## src/rtl/fifo_reader_pkg.sv

```systemverilog
// fifo_reader shared types: holding-buffer depth and occupancy encoding.
package fifo_reader_pkg;

    localparam int unsigned BUF_DEPTH = 2;

    typedef logic [1:0] occ_t;

endpackage

```

## src/rtl/fifo_reader_buf.sv

```systemverilog
// Two-entry holding buffer that absorbs the fifo's pop-to-data latency.
module fifo_reader_buf
    import fifo_reader_pkg::*;
#(
    parameter int WIDTH = 16
) (
    input  logic             clk,
    input  logic             rst_n,
    input  logic             clr,
    input  logic             wr_en,
    input  logic [WIDTH-1:0] wr_data,
    input  logic             rd_en,
    output occ_t             occ,
    output logic [WIDTH-1:0] rd_data
);

    logic [WIDTH-1:0] mem [BUF_DEPTH];
    logic             wr_ptr;
    logic             rd_ptr;

    always_ff @(posedge clk or negedge rst_n) begin
        if (!rst_n) begin
            occ    <= '0;
            wr_ptr <= 1'b0;
            rd_ptr <= 1'b0;
        end else if (clr) begin
            occ    <= '0;
            wr_ptr <= 1'b0;
            rd_ptr <= 1'b0;
        end else begin
            if (wr_en) wr_ptr <= ~wr_ptr;
            if (rd_en) rd_ptr <= ~rd_ptr;
            occ <= occ + occ_t'(wr_en) - occ_t'(rd_en);
        end
    end

    // Storage needs no reset; occ gates every read of it.
    always_ff @(posedge clk) begin
        if (wr_en) mem[wr_ptr] <= wr_data;
    end

    assign rd_data = mem[rd_ptr];

endmodule

```

## src/rtl/fifo_reader.sv

```systemverilog
// Drains a fifo into a full-rate valid/ready stream and counts deliveries.
module fifo_reader
    import fifo_reader_pkg::*;
#(
    parameter int WIDTH     = 16,
    parameter int CNT_WIDTH = 16,
    parameter int DEBUG     = 0
) (
    input  logic                 clk,
    input  logic                 rst_n,
    output logic                 fifo_pop,
    input  logic [WIDTH-1:0]     fifo_data,
    input  logic                 fifo_empty,
    input  logic                 flush,
    output logic                 out_valid,
    input  logic                 out_ready,
    output logic [WIDTH-1:0]     out_data,
    output logic [CNT_WIDTH-1:0] delivered
);

    if (DEBUG < 0 || DEBUG > 1) begin : g_bad_debug
        $error("fifo_reader: DEBUG must be 0 or 1");
    end

    occ_t       occ;
    logic       inflight;
    logic       deq;
    logic       capture;
    logic [2:0] load;

    assign out_valid = (occ != '0) && !flush;
    assign deq       = out_valid && out_ready;
    assign capture   = inflight && !flush;

    // Words already owed to the buffer; a same-cycle deq frees one slot.
    assign load     = {1'b0, occ} + {2'b00, inflight};
    assign fifo_pop = !fifo_empty && !flush && rst_n
                    && (load < (3'(BUF_DEPTH) + {2'b00, deq}));

    always_ff @(posedge clk or negedge rst_n) begin
        if (!rst_n) begin
            inflight  <= 1'b0;
            delivered <= '0;
        end else begin
            inflight <= fifo_pop;
            if (deq) delivered <= delivered + 1'b1;
        end
    end

    fifo_reader_buf #(
        .WIDTH(WIDTH)
    ) u_buf (
        .clk    (clk),
        .rst_n  (rst_n),
        .clr    (flush),
        .wr_en  (capture),
        .wr_data(fifo_data),
        .rd_en  (deq),
        .occ    (occ),
        .rd_data(out_data)
    );

endmodule

```

## config.mk

```make
export PLATFORM = sky130hd
export DESIGN_NAME = fifo_reader
export DESIGN_NICKNAME = d
export VERILOG_FILES = /design/src/rtl/fifo_reader_pkg.sv /design/src/rtl/fifo_reader_buf.sv /design/src/rtl/fifo_reader.sv
export SDC_FILE = /design/constraint.sdc
export NUM_CORES = 1
export LEC_CHECK = 0
export CAP_MARGIN = 20
export CORE_ASPECT_RATIO = 1.25
export CORE_MARGIN = 4
export CORE_UTILIZATION = 54
export CTS_BUF_LIST = sky130_fd_sc_hd__clkbuf_8
export CTS_CLUSTER_SIZE = 20
export DETAILED_ROUTE_END_ITERATION = 10
export GPL_TIMING_DRIVEN = 0
export MAX_ROUTING_LAYER = met4
export PLACE_DENSITY = 0.87
export SETUP_SLACK_MARGIN = 0.05
export SYNTH_ARGS = -nofsm -noshare
export SYNTH_HDL_FRONTEND = slang
export SYNTH_SLANG_ARGS = --single-unit
```

## constraint.sdc

```tcl
create_clock -name clk -period 2.83 [get_ports clk]
set_input_delay 0.283 -clock clk [delete_from_list [all_inputs] [get_ports clk]]
set_output_delay 0.283 -clock clk [all_outputs]
set_load 0.005 [all_outputs]
```

Word level (Yosys, flattened, before mapping). Memories as Yosys holds them, arrays and structs flattened. Cells that the tools add are included.

Register bits: 21. Bits in writable memories: 32. Input port bits: 21. Output and inout port bits: 34. Memories: 1.

Memories: u_buf.mem (depth 2, width 16, rd ports 1, clocked after Yosys merged registers in 0, wr ports 1, line fifo_reader_buf.sv:17) `logic [WIDTH-1:0] mem [BUF_DEPTH];`.

Add/sub/neg operators: 5. Magnitude comparators: 1. Mux-type cells: 7. Bitwise gates (word level): 2. Reductions and logical operators: 11.

Operators with widths (count): 16-bit by 1-bit adder with 16-bit output (second input constant) (1); 1-bit logical AND (6); 1-bit 2-to-1 mux (6); 2-bit nonzero test (3); 2-bit by 1-bit adder with 3-bit output (1); 2-bit by 1-bit adder with 3-bit output (first input constant) (1); 3-bit < comparator (1); 2-bit by 1-bit adder with 2-bit output (1); 1-bit logical NOT (2); 2-bit 2-to-1 mux (1); 1-bit inverter (2); 2-bit by 1-bit subtractor with 2-bit output (1).

Longest topological paths before layout.
Depth in word-level cells: 6. Depth in mapped cells: 8.

Hierarchy. Synthesis repeated with hierarchy kept, for this count alone.

Cells, all modules: 136. Area, all modules: 2229.6 um^2.

By module, submodules not included: fifo_reader_buf (times used 1, cells an instance 67, area each 1406.3 um^2, sequential area each 1061.0 um^2); fifo_reader (times used 1, cells an instance 69, area each 823.3 um^2, sequential area each 425.4 um^2).

Worst setup path before layout. Ideal clock, no wire load.

Path type: register -> output. Start point: reg u_buf.occ[0]. End point: out fifo_pop. Arrival: 1.521 ns. Data required time: 2.547 ns. Path slack: 1.026 ns. Cell stages (with the launch flop): 5. Cells stage by stage: dfrtp_1 > ha_1 > ha_1 > or4b_2 > a21oi_1.

Word-level cells in the longest chain between the ends: 6. Elaborated cells on any way between the ends: 7. Those cells by class: 2 x add/sub; 1 x order compare; 4 x reduce/logical.

RTL lines: start, declared (line fifo_reader_buf.sv:13) `output occ_t occ,`; start signal, assigned (line fifo_reader_buf.sv:33) `occ <= occ + occ_t'(wr_en) - occ_t'(rd_en);`; 2-bit nonzero test (line fifo_reader.sv:31) `assign out_valid = (occ != '0) && !flush;`; 1-bit logical AND (line fifo_reader.sv:31); 1-bit logical AND (line fifo_reader.sv:32) `assign deq = out_valid && out_ready;`; 2-bit by 1-bit adder with 3-bit output (line fifo_reader.sv:38) `&& (load < (3'(BUF_DEPTH) + {2'b00, deq}));`; 3-bit < comparator * (line fifo_reader.sv:38); 1-bit logical AND * (line fifo_reader.sv:38); end, declared (line fifo_reader.sv:11) `output logic fifo_pop,`.

Mark *: on every way between the ends. The rest lies on a longest branch, timed or not.

Final worst setup path. Same ends and word-level chain as after synthesis.

==> metrics.txt <==
status finished clean; final hold viol count 0; Total Routing Usage GR between 15 and 20%; RSZ-0062 raised after global routing no; GRT overflow 0; ys async rst share between 30% and 40%; DRT Pass-1 Iters 4; worst path cell trace ha_1 > ha_1 > or4b_2 > a21oi_2 > clkdlybuf4s50_1; P&R area growth vs syn 32.7%; worst skew pair latency 0.30 ns; Antenna Cells 0; Setup WS pre-CTS -0.288 ns; library cells used by synthesis 29; # nets final 226; gpl congestion 0.750; final wirelength 4070 um; IO buf count 54; Final Non-Filler Cells around 260; Initial Utilization 57.2%; type of the tightest min-delay check input port to async pin; Final Cell Area 2920 um^2; Least-Margin Pin Slew 0.728 ns; Synth warnings 0; clock sinks between 50 and 60; first-pass GRT wire length between 6000 and 7000 um; antenna violations before repair 0; Clock Tree Buf Depth 2; Post-synth EDFFs 32; Leak Pwr 0.00114 uW; Detail Route Antenna Nets 0; vias in the first global route roughly 1,500; share of layout cells above drive strength 1 19.4%; Area after DPL 2820 um^2; startpoint types flop; post-DP HPWL 3110 um; Die W 65.1 um; die span in y ~79 um; Worst Slack Setup Final 0.153 ns; vias 1,313; largest net degree at the start of global routing 23; #FFs+latches synth 53; Max stage delay on crit path 0.62 ns; relative slew slack roughly half; Cell Area, Synth 2200 um^2; sequential-to-total area share from yosys stat 67.5%; Critical Path AT 2.39 ns; top cell type's share of synthesized area between 40% and 50%; FF-to-FF Start u_buf.occ[0]$_DFF_PN0_; Num CTS Buffers 5; Worst setup EP type primary output; Tot Pwr 1510 uW; min Tclk post-route 2.68 ns; # setup viols final 0; reg2reg path depth 8; Setup Crit Path Kind flop to primary output; die area roughly 5200 um^2; most used cell along the critical path ha_1; max cap viols 0; Worst EP required around 2.6 ns; Max Clk Rate 0.373 GHz; Main synth FF type edfxtp_1; Clock Tree Root clkbuf_8; clock skew 0.00270 ns; dpl cells 246; top post-synthesis cells by area edfxtp_1 44%, dfrtp_1 24%, mux2_2 8.2%, xnor2_1 4.8%, ha_1 2.8%; CORE AREA about 3800 um^2; H-tree levels 2; worst reg2reg path endpoint u_buf.occ[0]$_DFF_PN0_; CP Max Fanout 3; Post-Syn Area per Cell 16.1 um^2; syn nets roughly 160; Pwr per Cell Area 517 nW/um^2; DRT iter0 DRCs 26; slowest CP cell or4b_2; DRC violations left 0; DR vias/cell roughly 5.1; Cells after Synth 137; count leader, synth edfxtp_1; R2R Setup Slk around 0.94 ns; CTS tree yes; final period utilization 94.6%; fin. max-slew vios 0; Clock transition at path regs roughly 0.090 ns; Synth area leader edfxtp_1; Worst VDD drop 0.377 mV; I/O pin count 55; most instantiated cells after synthesis 32 x edfxtp_1, 21 x dfrtp_1, 16 x mux2_2; Routed wire per std cell 16.0 um; row cnt 25
cell usage in the layout (no fill, tap or decap), drive strengths merged:
master          n
nor2b           1
o21ba           1
and2b           2
nor3b           1
ha              5
nand3           4
o21ai           1
nand4           5
a21oi           1
xor2            7
nand2           4
nand2b          1
and4            2
mux2           17
and3            4
clkdlybuf4s50  53
and2            3
inv             4
clkbuf          5
edfxtp         32
xnor2          12
buf             5
clkinvlp        2
or4b            1
nor2            4
nor3            2
dfrtp          21
clkdlybuf4s15   1
registers in the layout, summed over array words and instances, names as in the netlist:
register and flops:
u_buf.rd_ptr 1, u_buf.wr_ptr 1, u_buf.mem 32, inflight 1, u_buf.occ 2, delivered 16
power breakdown:
group	internal, uW	switching, uW
Clock	171	233
Sequential	853	34.1
Combinational	142	78.4
Total	1170	345
through the flow:
step                utilization, %  hold WS [ns]  setup TNS (ns)
finish                        75.9        0.0492               0
global route                  75.9        0.0774               0
CTS                           75.6        0.0573               0
detailed placement            73.3         0.470          -0.288
global placement              73.0         0.456          -0.191
floorplan                        -       -0.0126               0
how the worst max path moves through the flow:
stage / from / end / slack (ns) / depth (start not counted)
after CTS: u_buf.occ[0]$_DFF_PN0_ / fifo_pop / 0.06 / 5
after floorplan: u_buf.occ[0]$_DFF_PN0_ / fifo_pop / 1.03 / 4
after detailed placement: rst_n / fifo_pop / -0.29 / 4
final: u_buf.occ[0]$_DFF_PN0_ / fifo_pop / 0.15 / 5
after global placement: rst_n / fifo_pop / -0.19 / 4
after global routing: u_buf.occ[0]$_DFF_PN0_ / fifo_pop / 0.05 / 5
cells by family after synthesis:
family / count (synthesis) / share of synthesized area (%)
buffers and inverters: 6 / 1.48
AOI/OAI and AO/OA: 3 / 1.19
adders and majority gates: 5 / 2.84
xor gates and xnor gates: 19 / 7.56
DFF: 53 / 67.5
muxes: 17 / 8.87
and+or+nand+nor: 34 / 10.5
critical path, delay by kind of cell (launching register included):
kind,cells,cell delay (ns)
simple gates,1,0.62
buf+inv,1,0.53
flops,1,0.41
fa+ha+maj,2,0.39
compound gates,1,0.16
routing by layer:
metal	global-route usage (%)	up-vias	share of wire (%)
met1	20.8	646	40
met2	31.9	42	54
met4	6.22	0	1.4
met3	3.66	5	5.0
li1	-	620	-
met5	-	-	0
area by class of cell:
class,instances,area (um^2)
fill,269,927
inverter,3,11.3
sequential,53,1490
tap,54,67.6
clock buffer,5,68.8
timing repair buffer,56,561
clock inverter,3,18.8
buffer,3,21.3
multi-input combinational,78,686
timing repair:
| action | CTS | global route |
|---|---|---|
| gates cloned | 0 | 0 |
| pin swaps | 0 | 0 |
| endpoints found under the hold margin | 0 | 0 |
| setup endpoints to repair | 1 | 1 |
| buffers inserted | 0 | 1 |
| gates resized for setup | 3 | 1 |
| hold buffers | 0 | 0 |
Note: power is estimated with default switching activity, not from simulation.
